<file path="src/rtl/mem_stage_pkg.sv">
// Shared definitions for the memory pipeline stage: access-size encoding,
// FSM state type and small helpers for alignment, byte lanes and store data.
package mem_stage_pkg;

  // Access size encoding as delivered by EX (3 is treated like word).
  localparam logic [1:0] SZ_WORD = 2'd0;
  localparam logic [1:0] SZ_BYTE = 2'd1;
  localparam logic [1:0] SZ_HALF = 2'd2;

  typedef enum logic {
    IDLE = 1'b0,
    BUSY = 1'b1
  } state_t;

  // True when the low address bits suit the access size.
  function automatic logic is_aligned(input logic [1:0] size, input logic [1:0] off);
    case (size)
      SZ_BYTE: return 1'b1;
      SZ_HALF: return ~off[0];
      default: return (off == 2'b00);
    endcase
  endfunction

  // Byte lanes touched by an access at the given offset.
  function automatic logic [3:0] byte_enable(input logic [1:0] size, input logic [1:0] off);
    case (size)
      SZ_BYTE: return 4'b0001 << off;
      SZ_HALF: return 4'b0011 << off;
      default: return 4'b1111;
    endcase
  endfunction

  // Store data arrives lane-0 aligned; replicate it so every enabled lane sees it.
  function automatic logic [31:0] store_lanes(input logic [1:0] size, input logic [31:0] wdata);
    case (size)
      SZ_BYTE: return {4{wdata[7:0]}};
      SZ_HALF: return {2{wdata[15:0]}};
      default: return wdata;
    endcase
  endfunction

endpackage

</file>
<file path="src/rtl/mem_stage_load_align.sv">
// Load data alignment: picks the addressed byte/half out of the memory word
// and sign- or zero-extends it. Words pass through untouched.
module load_align
  import mem_stage_pkg::*;
(
  input  logic [1:0]  addr,
  input  logic [1:0]  size,
  input  logic        unsigned_ld,
  input  logic [31:0] rdata,
  output logic [31:0] data
);

  logic [7:0]  lane [4];
  logic [7:0]  byte_sel;
  logic [15:0] half_sel;

  genvar gi;
  for (gi = 0; gi < 4; gi++) begin : g_lane
    assign lane[gi] = rdata[8*gi +: 8];
  end

  // Lane selection and extension; halves are always aligned so addr[1] picks the half.
  always_comb begin
    byte_sel = lane[addr];
    half_sel = addr[1] ? rdata[31:16] : rdata[15:0];
    case (size)
      SZ_BYTE: data = {{24{byte_sel[7] & ~unsigned_ld}}, byte_sel};
      SZ_HALF: data = {{16{half_sel[15] & ~unsigned_ld}}, half_sel};
      default: data = rdata;
    endcase
  end

endmodule

</file>
<file path="src/rtl/mem_stage.sv">
// Memory stage: issues one data-memory access at a time, holds the pipeline
// until it is acknowledged, aligns load data and produces the writeback.
// Non-memory results are forwarded to writeback one cycle later.
module mem_stage
  import mem_stage_pkg::*;
(
  input  logic        clk,
  input  logic        rst_n,
  input  logic        valid_in,
  input  logic        load_mem,
  input  logic        store_mem,
  input  logic        store_reg,
  input  logic [1:0]  size,
  input  logic        unsigned_ld,
  input  logic [31:0] alu_res,
  input  logic [31:0] wdata,
  input  logic [4:0]  rd_in,
  output logic        mem_req,
  output logic        mem_we,
  output logic [31:0] mem_addr,
  output logic [31:0] mem_wdata,
  output logic [3:0]  mem_be,
  input  logic        mem_ack,
  input  logic [31:0] mem_rdata,
  output logic        stall,
  output logic        misalign,
  output logic        wb_valid,
  output logic [4:0]  wb_rd,
  output logic [31:0] wb_data
);

  state_t      state_reg, state_next;
  logic        mem_op, aligned, accept, misaligned_op, alu_op;
  logic [31:0] addr_reg, wdata_reg;
  logic [1:0]  off_reg, size_reg;
  logic [3:0]  be_reg;
  logic        we_reg, unsigned_reg;
  logic [4:0]  rd_reg;
  logic        misalign_reg, wb_valid_reg;
  logic [4:0]  wb_rd_reg;
  logic [31:0] wb_data_reg;
  logic [31:0] load_data;

  // Decode the instruction offered by EX; it only matters while IDLE.
  always_comb begin
    mem_op        = valid_in & (load_mem | store_mem);
    aligned       = is_aligned(size, alu_res[1:0]);
    accept        = (state_reg == IDLE) & mem_op & aligned;
    misaligned_op = (state_reg == IDLE) & mem_op & ~aligned;
    alu_op        = (state_reg == IDLE) & valid_in & store_reg & ~load_mem & ~store_mem;
  end

  // FSM state register.
  always_ff @(posedge clk or negedge rst_n) begin
    if (!rst_n) state_reg <= IDLE;
    else        state_reg <= state_next;
  end

  // FSM next state: one access outstanding, finished by the ack.
  always_comb begin
    state_next = state_reg;
    case (state_reg)
      IDLE:    if (accept)  state_next = BUSY;
      BUSY:    if (mem_ack) state_next = IDLE;
      default: state_next = IDLE;
    endcase
  end

  // FSM outputs; stall is forced low while reset is asserted.
  always_comb begin
    mem_req   = (state_reg == BUSY);
    mem_we    = mem_req & we_reg;
    mem_be    = mem_req ? be_reg : 4'b0000;
    mem_addr  = addr_reg;
    mem_wdata = wdata_reg;
    stall     = rst_n & (accept | (mem_req & ~mem_ack));
  end

  // Capture the accepted access so later EX changes cannot disturb it.
  always_ff @(posedge clk or negedge rst_n) begin
    if (!rst_n) begin
      addr_reg     <= '0;
      off_reg      <= '0;
      size_reg     <= '0;
      unsigned_reg <= 1'b0;
      we_reg       <= 1'b0;
      be_reg       <= '0;
      wdata_reg    <= '0;
      rd_reg       <= '0;
    end else if (accept) begin
      addr_reg     <= {alu_res[31:2], 2'b00};
      off_reg      <= alu_res[1:0];
      size_reg     <= size;
      unsigned_reg <= unsigned_ld;
      we_reg       <= store_mem;
      be_reg       <= byte_enable(size, alu_res[1:0]);
      wdata_reg    <= store_lanes(size, wdata);
      rd_reg       <= rd_in;
    end
  end

  load_align u_load_align (
    .addr        (off_reg),
    .size        (size_reg),
    .unsigned_ld (unsigned_reg),
    .rdata       (mem_rdata),
    .data        (load_data)
  );

  // Writeback and misalign pulses: each lasts exactly one cycle.
  always_ff @(posedge clk or negedge rst_n) begin
    if (!rst_n) begin
      misalign_reg <= 1'b0;
      wb_valid_reg <= 1'b0;
      wb_rd_reg    <= '0;
      wb_data_reg  <= '0;
    end else begin
      misalign_reg <= misaligned_op;
      wb_valid_reg <= 1'b0;
      if (mem_req & mem_ack & ~we_reg) begin
        wb_valid_reg <= 1'b1;
        wb_rd_reg    <= rd_reg;
        wb_data_reg  <= load_data;
      end else if (alu_op) begin
        wb_valid_reg <= 1'b1;
        wb_rd_reg    <= rd_in;
        wb_data_reg  <= alu_res;
      end
    end
  end

  assign misalign = misalign_reg;
  assign wb_valid = wb_valid_reg;
  assign wb_rd    = wb_rd_reg;
  assign wb_data  = wb_data_reg;

endmodule

</file>
<file path="config.mk">
export PLATFORM = sky130hd
export DESIGN_NAME = mem_stage
export DESIGN_NICKNAME = d
export VERILOG_FILES = /design/src/rtl/mem_stage_pkg.sv /design/src/rtl/mem_stage_load_align.sv /design/src/rtl/mem_stage.sv
export SDC_FILE = /design/constraint.sdc
export NUM_CORES = 1
export LEC_CHECK = 0
export CORE_ASPECT_RATIO = 1.2
export CORE_MARGIN = 3
export CORE_UTILIZATION = 40
export DETAILED_ROUTE_END_ITERATION = 6
export DONT_BUFFER_PORTS = 1
export PLACE_DENSITY_LB_ADDON = 0.2
export SYNTH_ARGS = -nofsm -noshare
export SYNTH_HDL_FRONTEND = slang
export SYNTH_SLANG_ARGS = --single-unit
</file>
<file path="constraint.sdc">
create_clock -name clk -period 1.7 [get_ports clk]
set_input_delay 0.17 -clock clk [delete_from_list [all_inputs] [get_ports clk]]
set_output_delay 0.17 -clock clk [all_outputs]
set_load 0.02 [all_outputs]
</file>
==> results of run 1 <==
-- how the worst max path moves through the flow --
stage / end / startpoint / slack, ps / cells past startpoint
after global routing: stall / mem_req / -240 / 6
after detailed placement: wb_data[25] / size_reg[0] / -260 / 5
after global placement: wb_data[17] / size_reg[0] / -180 / 5
final: stall / mem_req / -170 / 6
after floorplan: mem_addr[10] / mem_req / 10 / 6
after CTS: stall / mem_req / -230 / 6
-- kinds of logic after synthesis --
| family | synth area share |
|---|---|
| AOI/OAI and AO/OA | 0.1736 |
| and+or+nand+nor | 0.09983 |
| DFF | 0.5034 |
| muxes | 0.1657 |
| buffers and inverters | 0.04819 |
| adders and majority gates | 0.008606 |
| other | 0.0006448 |
-- cell usage in the layout (no fill, tap or decap), types with 5 or more instances in the layout --
cell type and n:
and2_1 6, o21ai_1 6, mux2_2 26, a221oi_1 8, inv_1 5, clkbuf_16 17, o22ai_2 5, dlygate4sd3_1 96
mux2i_1 13, o21ai_0 33, mux2_4 36, a22oi_2 5, buf_6 5, a32oi_1 16, nor2_1 11, buf_4 33
a2bb2oi_2 6, o211ai_1 8, nor2b_1 18, o22ai_1 5, a22oi_1 9, dfrtp_1 116, nand2_1 63, a31oi_1 6
o31ai_2 11, a22o_1 9
-- final cells by class --
class / instances / area [µm²] / area share
repair buffers: 142 / 1415 / 0.1756
flip-flops and latches: 117 / 2929 / 0.3635
clock inverters: 9 / 128.9 / 0.01599
multi-input cells: 344 / 2880 / 0.3575
clock buffers: 21 / 460.4 / 0.05714
inverters: 7 / 30.03 / 0.003727
well taps: 171 / 214.0 / 0.02655
-- per-stage QoR --
step	setup TNS, ps	hold WS (ps)	cells	worst slack (ps)
2_1_floorplan	0	-125.6	507	11.35
3_5_place_dp	-7038	-123.1	673	-258.8
4_1_cts	-1402	-565.0	805	-227.4
6_report	-1099	-537.3	811	-167.8
3_3_place_gp	-4831	-123.0	673	-183.2
5_1_grt	-2749	-564.6	811	-237.8
-- critical path, delay by kind of cell, from the launching register on --
kind / cells / cell delay [ps]
buffers and inverters: 2 / 260
flip-flops: 1 / 400
AND/OR/NAND/NOR: 2 / 400
AO/OA/AOI/OAI: 2 / 220
-- per-layer routing --
layer / part of all wire / global-route usage
met1: 0.36 / 0.2604
met2: 0.52 / 0.3947
met3: 0.096 / 0.08042
met4: 0.026 / 0.08002
met5: 0 / 0
-- where the power goes --
group,switching [mW],internal [mW],leakage (nW),total (mW)
Combinational,1.57,1.99,1.84,3.56
Sequential,2.14,3.88,1.42,6.02
Clock,1.23,2.36,0.285,3.59
-- repair_timing --
action,4_1_cts,5_1_grt
gates cloned,2,0
resized for setup,21,44
pin swaps,2,6
hold endpoints to repair,221,117
endpoints found under the setup margin,32,84
setup buffers,4,6
==> qor.yml, run 1 <==
worst_r2r_endpoint: "mem_addr[7]"
placement_rows: 47
drt.antenna.violating_nets: 0
cts.root.buffer_cell: "clkbuf_16"
clock_latency_ps: 410
drt-pass1-iter-count: 4
slew_headroom: 0.5879
largest_net_degree_at_the_start_of_global_routing: 119
fin_nets: 744
achievable_frequency_mhz: 535.4
detailed_place.area_um2: 6090
final_hold_viol_count: 117
grt_overflow_total: 0
horizontal_extent_of_the_die_um: 116.1
yosys.area.top_type_share: 0.5034
run_status: "complete, but fails checks"
synth-seq-cells: 117
antenna_found_initial: 0
commonest_cells_in_the_netlist: "dfrtp_1 (117), nand2_1 (63), o21ai_0 (39), mux2_4 (36), mux2_2 (26)"
core-area_um2: 14000
num-fill-cells: 1140
period_minus_slack_ps: 1868
floorplan.initialDensity: 0.4155
report.final.slew_viol_count: 0
power.ir.vdd_worst_mv: 0.6859
critPathCaptureType: "output port"
post_route_cells_drive_above_1_share: 0.2906
worstSetupStartpointType: "flop"
antenna_cells: 0
synth-main-ff-cell: "dfrtp_1"
tritoncts.num_buffers: 17
critical_path.slowest_cell: "dfrtp_2"
worst_setup_slack_final_ps: -167.8
min_delay_path_class: "in -> async"
reg2reg_depth: 7
fin_worst_hold_slack_ps: -537.3
gp_congestion: 0.8278
drt_drc_violations_left: 0
clock_sinks: 117
routed_len_inst_um: 23.24
worstMarginPinSlew_ps: 618.1
report.power.total_mw: 13.16
worstPathCellList: "nor2b_2, o21ai_2, or2_4, buf_16, a21boi_2, buf_6"
die_h_um: 138.1
synth.top_cells.by_area: "dfrtp_1 (50%), mux2_4 (9.3%), mux2_2 (5.0%)"
synth_enable_flop_cells: 0
ios: 221
timing.final.crit_share: 1.099
clock_path_buffers: 2
grt_pass1_vias: 5095
skew_ps: 7.611
layout.core_utilization: 0.5757
area_of_the_die_um2: 16030
finalInstanceArea_um2: 8058
power.density_cell_area_nw_per_um2: 1634
synthesis.area_um2: 5816
clkSlewWorstSetupHoldPaths_ps: 50
required_ps: 1530
post-synth-top-count-cell: "dfrtp_1"
route.final.wire_length_mm: 18.85
tritoncts: "yes"
via_total_after_detailed_routing: 4713
syn_avg_cell_area_um2: 11.49
detailed_place_hpwl_mm: 12.18
reg2reg_slack_ps: -110
violations: "negative hold slack, negative setup slack"
yosysUniqueCellTypes: 47
max_cap_viol_count: 0
grt_use_total: 0.2292
htree_num_levels: 4
synth.yosys.warnings: 0
r2r-start: "mem_req"
global_route_wire_length_before_repair_mm: 28.51
timing.setup.critical_path_class: "reg -> out"
critical_path_peak_fanout: 3
rsz0062_at_grt: "yes"
ctsHoldBuffers: 96
worstPathArrival_ps: 1700
drt_iter0_drc: 230
mean_number_of_vias_per_cell: 5.811
asyncSetResetFlopFracSynth: 1.000
relative_area_change_from_synthesis_to_final_layout_pct: 38.55
synth.yosys.seq_area_share: 0.5034
port-buffer-count: 0
cp_peak_stage_delay_ps: 400
synth_area_leader_cell: "dfrtp_1"
syn_inst: 506
p_leak_nw: 3.539
setup-violations-final: 26
Note: power is estimated with default switching activity, not from simulation.
==> run 2, diff against run 1 <==
--- a/config.mk
+++ b/config.mk
@@ -8,6 +8,7 @@
 export CORE_ASPECT_RATIO = 1.2
 export CORE_MARGIN = 3
 export CORE_UTILIZATION = 40
+export CTS_CLUSTER_DIAMETER = 100
 export DETAILED_ROUTE_END_ITERATION = 6
 export DONT_BUFFER_PORTS = 1
 export PLACE_DENSITY_LB_ADDON = 0.2
==> results of run 2 <==
Same layout as run 1: the final DEF is identical, and so are final timing and power.
==> run 3, diff against run 2 <==
--- a/config.mk
+++ b/config.mk
@@ -7,10 +7,9 @@
 export LEC_CHECK = 0
 export CORE_ASPECT_RATIO = 1.2
 export CORE_MARGIN = 3
-export CORE_UTILIZATION = 40
+export CORE_UTILIZATION = 38
 export CTS_CLUSTER_DIAMETER = 100
 export DETAILED_ROUTE_END_ITERATION = 6
-export DONT_BUFFER_PORTS = 1
 export PLACE_DENSITY_LB_ADDON = 0.2
 export SYNTH_ARGS = -nofsm -noshare
 export SYNTH_HDL_FRONTEND = slang
==> run 3 against run 2 <==
- the flow finishes with violations (negative setup slack)
- sequential power decreased by 25%
- final cell count increased by 19%
- power up 14%
- clock skew fell by 0.72 ps
- critical path type unchanged
- critical endpoint unchanged
- largest cell class unchanged
==> qor.yml, run 3 (synthesis results as in run 1) <==
drt.antenna.violating_nets: 0
global_route_wire_length_before_repair_mm: 29.84
die_h_um: 141.5
mostFrequentLayoutCells: "clkdlybuf4s50_1 (208), dfrtp_1 (116), nand2_1 (62)"
totalNegativeSetupSlack_ps: -38.01
grt_overflow_total: 0
via_total_after_detailed_routing: 5158
clock_latency_ps: 410
report.final.slew_viol_count: 0
drt_drc_violations_left: 0
achievable_frequency_mhz: 575.4
num-fill-cells: 1206
drt-pass1-iter-count: 5
antenna_found_initial: 0
route.final.wire_length_mm: 19.23
sequential_cell_area_um2: 2929
area_of_the_die_um2: 16830
critical_path_peak_fanout: 3
detailed_place_hpwl_mm: 14.10
worstPathArrival_ps: 1570
gp_congestion: 0.8280
clock_path_buffers: 2
clock_sinks: 117
worstMarginPinSlew_ps: 652.2
antenna_cells: 0
min_delay_path_class: "in -> reg"
setup-violations-final: 1
core-area_um2: 14710
run_status: "complete, but fails checks"
violations: "negative setup slack"
post_route_cells_drive_above_1_share: 0.2402
tritoncts: "yes"
finalInstanceArea_um2: 9263
drt_iter0_drc: 382
relative_area_change_from_synthesis_to_final_layout_pct: 59.27
timing.final.crit_share: 1.022
report.power.total_mw: 14.99
fin_nets: 868
floorplan.initialDensity: 0.3952
period_minus_slack_ps: 1738
slew_headroom: 0.5652
htree_num_levels: 4
critPathCaptureType: "output port"
p_leak_nw: 3.996
placement_rows: 48
power.ir.vdd_worst_mv: 0.6766
cts.root.buffer_cell: "clkbuf_16"
grt_use_total: 0.2282
mostFrequentLayoutCell: "clkdlybuf4s50_1"
mean_number_of_vias_per_cell: 5.340
reg2reg_slack_ps: 40
timing.setup.critical_path_class: "reg -> out"
tritoncts.num_buffers: 17
rsz0062_at_grt: "yes"
largest_net_degree_at_the_start_of_global_routing: 118
multiInputGateArea_um2: 2851
power.density_cell_area_nw_per_um2: 1618
required_ps: 1530
worstSetupStartpointType: "flop"
detailed_place.area_um2: 8408
max_cap_viol_count: 0
worst_setup_slack_final_ps: -38.01
grt_pass1_vias: 5413
horizontal_extent_of_the_die_um: 118.9
routed_len_inst_um: 19.91
port-buffer-count: 218
final_hold_viol_count: 0
clkSlewWorstSetupHoldPaths_ps: 60
skew_ps: 6.894
ios: 221
## run 3: routing by layer
| layer | global-route usage | vias up | wire [µm] |
|---|---|---|---|
| met4 | 0.08603 | 0 | 463 |
| met5 | 0 | - | 0 |
| li1 | - | 2365 | - |
| met3 | 0.06818 | 34 | 1337 |
| met1 | 0.2695 | 2538 | 7700 |
| met2 | 0.3931 | 221 | 9728 |
## run 3: through the flow
step / hold slack [ps] / util / worst slack (ps) / cells
global route: 215.3 / 0.6295 / -97.50 / 966
detailed placement: 359.5 / 0.5714 / -711.0 / 932
floorplan: -125.6 / - / 11.35 / 507
CTS: 199.2 / 0.6186 / -107.4 / 965
global placement: 350.4 / 0.5714 / -685.8 / 932
finish: 216.7 / 0.6295 / -38.01 / 966
## run 3: final timing paths
| path | from | endpoint | depth (start not counted) |
|---|---|---|---|
| min reg2reg | mem_addr[21] | mem_addr[21] | 1 |
| max | mem_req | stall | 5 |
| min | size[0] | size_reg[0] | 3 |
| max in group asynchronous | rst_n | wb_valid | 3 |
| min in group asynchronous | rst_n | mem_addr[28] | 3 |
| max reg2reg | mem_req | mem_addr[20] | 6 |
## run 3: critical path, cell delays in order (launching register included)
cell      delay (ps)
dfrtp_2          420
nor2b_4          130
o21ai_2           80
or2_4            260
a21boi_2         140
buf_6            130
## run 3: repair_timing
action / CTS / global route
setup endpoints to repair: 110 / 59
pin swaps: 12 / 5
resized for setup: 36 / 30
gates cloned: 0 / 0
hold buffers: 1 / 0
endpoints found under the hold margin: 117 / 0
setup buffers: 0 / 1
## run 3: layout make-up
class,instances,area share
clock inverters,12,0.01405
flip-flops and latches,117,0.3162
clock buffers,20,0.04930
multi-input cells,344,0.3078
inverters,7,0.002837
repair buffers,266,0.2827
well taps,200,0.02702
## run 3: where the power goes
group	internal (mW)	switching (mW)	leakage, nW
Sequential	3.89	0.657	1.42
Combinational	3.61	3.28	2.31
Clock	2.23	1.32	0.274
